--- src/rtl/counter_sum_accum.sv ---
`timescale 1ns/1ps
`default_nettype none
// ============================================================================
// counter_sum_accum : reduces NLANES 3-bit column counts per beat through a
//                     registered two-level adder tree and accumulates per frame
// Revision          : 1.0
// ============================================================================

module counter_sum_accum #(
  parameter int    NLANES   = 8,
  parameter int    ACCW     = 16,
  parameter int    BEATW    = 16,
  parameter string SATURATE = "FALSE"
) (
  input  logic                clk,
  input  logic                rst_n,
  input  logic                in_valid,
  output logic                in_ready,
  input  logic [3*NLANES-1:0] in_cnt,
  input  logic                in_last,
  output logic                out_valid,
  input  logic                out_ready,
  output logic [ACCW-1:0]     out_sum,
  output logic                out_ovf,
  output logic [BEATW-1:0]    out_beats
);

  localparam int              NPAIR   = NLANES / 2;
  localparam int              TOTW    = $clog2(7 * NLANES + 1);
  localparam int              ACCW1   = ACCW + 1;
  localparam bit              SAT_EN  = (SATURATE == "TRUE");
  localparam logic [ACCW-1:0] ACC_MAX = '1;

  logic stall;
  logic accept;

  assign stall    = out_valid && !out_ready;
  assign in_ready = !stall;
  assign accept   = in_valid && in_ready;

  // First tree level: adjacent lanes summed before the S1 register.
  logic [3:0] pair_sum [NPAIR];

  for (genvar p = 0; p < NPAIR; p++) begin : g_pair
    assign pair_sum[p] = {1'b0, in_cnt[6*p +: 3]} + {1'b0, in_cnt[6*p+3 +: 3]};
  end

  logic [3:0] s1_sum [NPAIR];
  logic       s1_valid;
  logic       s1_last;

  always_ff @(posedge clk or negedge rst_n) begin
    if (!rst_n) begin
      s1_valid <= 1'b0;
      s1_last  <= 1'b0;
      for (int p = 0; p < NPAIR; p++) begin
        s1_sum[p] <= '0;
      end
    end else if (!stall) begin
      s1_valid <= accept;
      s1_last  <= accept && in_last;
      if (accept) begin
        for (int p = 0; p < NPAIR; p++) begin
          s1_sum[p] <= pair_sum[p];
        end
      end
    end
  end

  logic [TOTW-1:0] tree_sum;

  always_comb begin
    tree_sum = '0;
    for (int p = 0; p < NPAIR; p++) begin
      tree_sum = tree_sum + TOTW'(s1_sum[p]);
    end
  end

  logic [TOTW-1:0] s2_total;
  logic            s2_valid;
  logic            s2_last;

  always_ff @(posedge clk or negedge rst_n) begin
    if (!rst_n) begin
      s2_valid <= 1'b0;
      s2_last  <= 1'b0;
      s2_total <= '0;
    end else if (!stall) begin
      s2_valid <= s1_valid;
      s2_last  <= s1_last;
      if (s1_valid) begin
        s2_total <= tree_sum;
      end
    end
  end

  logic [ACCW-1:0]  acc;
  logic [BEATW-1:0] beats;
  logic             ovf_sticky;
  logic [ACCW:0]    acc_next;
  logic             acc_ovf;
  logic [ACCW-1:0]  acc_upd;

  // Once a saturating frame has clamped it stays pinned until the frame ends.
  always_comb begin
    acc_next = {1'b0, acc} + ACCW1'(s2_total);
    acc_ovf  = acc_next[ACCW];
    if (SAT_EN && (acc_ovf || ovf_sticky)) begin
      acc_upd = ACC_MAX;
    end else begin
      acc_upd = acc_next[ACCW-1:0];
    end
  end

  always_ff @(posedge clk or negedge rst_n) begin
    if (!rst_n) begin
      acc        <= '0;
      beats      <= '0;
      ovf_sticky <= 1'b0;
      out_valid  <= 1'b0;
      out_sum    <= '0;
      out_ovf    <= 1'b0;
      out_beats  <= '0;
    end else begin
      if (out_valid && out_ready) begin
        out_valid <= 1'b0;
      end
      if (!stall && s2_valid) begin
        if (s2_last) begin
          out_valid  <= 1'b1;
          out_sum    <= acc_upd;
          out_ovf    <= ovf_sticky || acc_ovf;
          out_beats  <= beats + BEATW'(1);
          acc        <= '0;
          beats      <= '0;
          ovf_sticky <= 1'b0;
        end else begin
          acc        <= acc_upd;
          beats      <= beats + BEATW'(1);
          ovf_sticky <= ovf_sticky || acc_ovf;
        end
      end
    end
  end

endmodule

`default_nettype wire

--- config.mk ---
export PLATFORM = sky130hd
export DESIGN_NAME = counter_sum_accum
export DESIGN_NICKNAME = d
export VERILOG_FILES = /design/src/rtl/counter_sum_accum.sv
export SDC_FILE = /design/constraint.sdc
export NUM_CORES = 1
export LEC_CHECK = 0
export CORE_UTILIZATION = 55
export CTS_CLUSTER_DIAMETER = 40
export DETAILED_ROUTE_END_ITERATION = 8
export PLACE_DENSITY = 0.79
export SYNTH_ARGS = -nofsm -noshare
export SYNTH_HDL_FRONTEND = slang
export SYNTH_SLANG_ARGS = --single-unit
--- constraint.sdc ---
create_clock -name clk -period 7.23 [get_ports clk]
set_input_delay 1.446 -clock clk [delete_from_list [all_inputs] [get_ports clk]]
set_output_delay 1.446 -clock clk [all_outputs]
set_load 0.05 [all_outputs]
# ---- Word level (Yosys, flattened, before mapping)
# Index checks and enable logic that the tools add are counted.
# Widths: inputs -> output; s select.
dict set report word_totals {
  regBits 93
  inputBits 29
  wordCells 43
}
dict set report classes {
  n_addsub 9
  mux 6
  bitwise 1
  n_reduce_logical 11
}
# op n
set ops {}
lappend ops {{$mux 16} 2}
lappend ops {{$add 16x6->17} 1}
lappend ops {{$add 16x1->16 const B} 1}
lappend ops {{$add 3x3->4} 4}
lappend ops {{$add 5x4->6} 1}
lappend ops {{$add 6x4->6} 1}
lappend ops {{$reduce_and 2->1} 3}
lappend ops {{$add 4x4->5} 1}
lappend ops {{$logic_and 1x1->1} 5}
lappend ops {{$mux 1} 4}
lappend ops {{$logic_not 1->1} 2}
lappend ops {{$logic_or 1x1->1} 1}
lappend ops {{$not 1->1} 1}

# ---- Longest topological paths before layout
dict set report depth {
  depth_word 5
  depth_mapped 11
}

# ---- Worst setup path before layout
# Ideal clock, no wire load.
dict set report synth_path {
  kind {input port to output port}
  from {input out_ready}
  to {output in_ready}
  arrival_ns 1.883
  t_required_ns 5.784
  path_slack_ns 3.901
  path_stages 2
  path_buffers 1
  path_cell_list {nand2b_1 > buf_2}
}
dict set report synth_via {
  elab_chain_len 3
}
# element line_no
set synth_rtl {}
lappend synth_rtl {{from (decl)} 22} ;# input logic out_ready,
lappend synth_rtl {{$logic_not 1->1} 37} ;# assign stall = out_valid && !out_ready;
lappend synth_rtl {{$logic_and 1x1->1} 37}
lappend synth_rtl {{$logic_not 1->1} 38} ;# assign in_ready = !stall;
lappend synth_rtl {{to (decl)} 18} ;# output logic in_ready,
# No other way between the ends.

# ---- Final worst setup path
# Ends and elaborated chain as after synthesis.

==> run summary <==
Multi-input gate area - 2456 um2
Clk pin slew, worst setup/hold paths - 0.09 ns
Endpoint class of the critical path - output pin
TritonCTS Buffers - 9
H-tree Lvls - 3
Area delta synth->final - 16.38%
Critical Path Most Common Cell - clkdlybuf4s50_1
Fin. Hold Viols - 0
Asr flop ratio synth - 100.0%
Die ar. - 9569 um2
Post-layout instance area - 5877 um2
Min-Delay Path Class - flip-flop to flip-flop
Filler cells - 688
PortBufs - 63
Largest net degree at the start of global routing - 60
Dpl hpwl - 7.019 mm
Critical-path maximum fanout - 12
Worst slew pin tran - 1.216 ns
Syn Area/Cell - 9.564 um2
Clock Skews - 0.01151 ns
Critical path type - input pin to output pin
DRT Pass-1 Iters - 7
Post-DP Area - 5700 um2
Syn Std Cell Area - 5050 um2
Wl on met1 - 4.340 mm
Residual DRC - 8
Peak Freq - 219.9 MHz
Hold slack - 0.4848 ns
Synth Instances - 528
Crit-path cells - clkdlybuf4s50_1 -> nand2b_1 -> clkdlybuf4s50_1
Routed WL per cell - 14.23 um
Via count - 3827
Antenna viol nets, final - 0
DRT iter0 DRCs - 170
Slew headroom - 18.74%
Core box area - 8806 um2
PwrDens - 334.7 nW/um2
Vias in the first global route - 3931
CP top delay family - buffers and inverters
Required @ worst endpoint - 5.78 ns
Startpoint class of the critical path - input pin
Clock Latency Late Sink - 0.37 ns
CP Buf/Inv Count - 2
Synth Flop Type - dfrtp_1
Slowest library cell on the worst path - clkdlybuf4s50_1
RSZ-0062 raised after global routing - false
Post-CTS Resized - 0
Routed vias/inst - 5.571
Placed cell count - 671
Max-cap violation count - 0
Post-CTS Hold Buffers - 0
Worst setup margin - 2.683 ns
Setup violations, final - 0
First-pass GRT wire length - 17.73 mm
Top layer in use - met4
I/O pins - 64
GP Congestion - 0.8332
Hold path startpoint - out_sum[12]
FF/Latch Area - 2327 um2
Die span in y - 97.82 um
Placement Setup Slack - 2.687 ns
Syn_nets - 594
Final max-slew violation count - 0
Die Wd - 97.82 um
Clock buffer depth - 2
Synth top area cells - dfrtp_1 (46%), o21ai_0 (6.6%), nand2_1 (6.1%)
Final min period - 4.547 ns
Non-Filler Instances - 687
Share of cells above drive strength 1 - 5.699%
Failing checks - DRC
Setup Buffers After CTS - 0
Critical path's largest stage delay - 0.88 ns
Reg2Reg Capture Point - ovf_sticky
Setup_tns - 0 ns
GRT Total Usage - 22.86%
Std cell rows - 34
# diodes - 0
Initial core utilization - 57.35%
Outcome - finished with violations
Post-synth top area share - 46.09%
Worst r2r src - out_valid
Worst r2r path cells - 5
Dominant cell type by area after synthesis - dfrtp_1
Yosys cell types - 47
LEAKAGE - 2.579 nW
Sequential-to-total area share from yosys stat - 46.09%
Worst Path Arrival - 3.10 ns
Hold Crit Endpoint - out_sum[12]
Final Net Count - 640
Worst R2R Setup Slack - 4.36 ns
Hold Path Stages - 2
Final Cycle Share - 62.89%
CTS tree - done
Maximum vdd drop - 0.0001607 V
Routed WL - 9.779 mm
CTS root buf - clkbuf_8
Clock sink count - 93
Congestion Overflow GR - 0
Yosys Warn Count - 0
WL met2 - 4.763 mm
Initial antenna violation count - 0
Post-synth EDFFs - 0
Met3 wire length - 423 um
Yosys reg bits - 93
-- area by class of cell --
class | instances | area share (%)
Multi-Input combinational cell | 367 | 41.79
Sequential cell | 93 | 39.60
Timing Repair Buffer | 64 | 10.82
Inverter | 39 | 2.491
Tap cell | 108 | 2.299
Clock buffer | 10 | 2.172
Clock inverter | 6 | 0.8303
-- logic make-up after synthesis --
group,after synthesis,synth area share (%)
flip-flops,93,46.09
XOR/XNOR,33,5.724
AND/OR/NAND/NOR,144,13.45
multiplexers,8,1.759
buffers and inverters,68,5.277
AO/OA/AOI/OAI,145,16.60
adder cells (fa/ha/maj),37,11.10
-- power by group --
part           total, mW  switching (mW)  internal, mW
logic              0.904           0.565         0.339
registers          0.746           0.104         0.642
clock network      0.318           0.190         0.127
-- synth_stat cells (13+ instances only) --
cell,n
a21oi_1,31
clkbuf_1,18
dfrtp_1,93
fa_1,13
ha_1,24
inv_1,39
nand2_1,82
nor2_1,20
o21ai_0,67
o31ai_1,14
xnor2_1,15
xor2_1,18
-- routing by layer --
metal  up-vias  track usage (%)
met5         -                0
met4         0            8.625
met3        16            4.366
met2       101            38.30
met1      1817            29.57
li1       1893                -
-- flip-flops by register name, indices dropped and copies added (netlist names) --
signal and count:
acc 16, beats 16, out_beats 16, out_sum 16, s1_sum 16, s2_total 6
out_ovf 1, out_valid 1, ovf_sticky 1, s1_last 1, s1_valid 1, s2_last 1
s2_valid 1
-- layout by cell type (no fill, tap or decap), drive strengths merged, types with 2 or more instances in the layout --
master,n
xnor2,15
a211oi,2
fa,13
clkdlybuf4s50,62
clkinvlp,3
and3,2
and2,2
clkinv,2
nand3,11
buf,2
nand2b,2
o31ai,14
nor2,20
mux2,7
ha,24
nand2,82
a21oi,32
dfrtp,93
nor4,5
inv,40
a21boi,2
nand4,7
a22o,2
and4,3
clkbuf,10
nand3b,3
o21ai,72
nor3,5
a31oi,5
xor2,18
a21o,10
-- metrics by stage --
stage / utilization, % / total power, mW
after detailed placement: 64.73 / 1.655
after global routing: 66.74 / 2.114
after floorplan: - / 1.390
after CTS: 66.74 / 1.977
final: 66.74 / 1.967
after global placement: 64.73 / 1.611
-- worst register-to-register path: stages (launching register included) --
cell	delay [ns]
dfrtp_1	0.39
nand2b_1	0.29
and2_0	0.67
nand2_1	0.92
nand4_1	0.36
o21ai_0	0.10
-- worst max-delay path by stage --
stage	slack, ns	from	depth (start not counted)	end
floorplan	3.90	out_ready	2	in_ready
global placement	2.67	out_ready	3	in_ready
detailed placement	2.69	out_ready	3	in_ready
CTS	2.67	out_ready	3	in_ready
global route	2.59	out_ready	3	in_ready
finish	2.68	out_ready	3	in_ready
(Power assumes the default switching activity.)
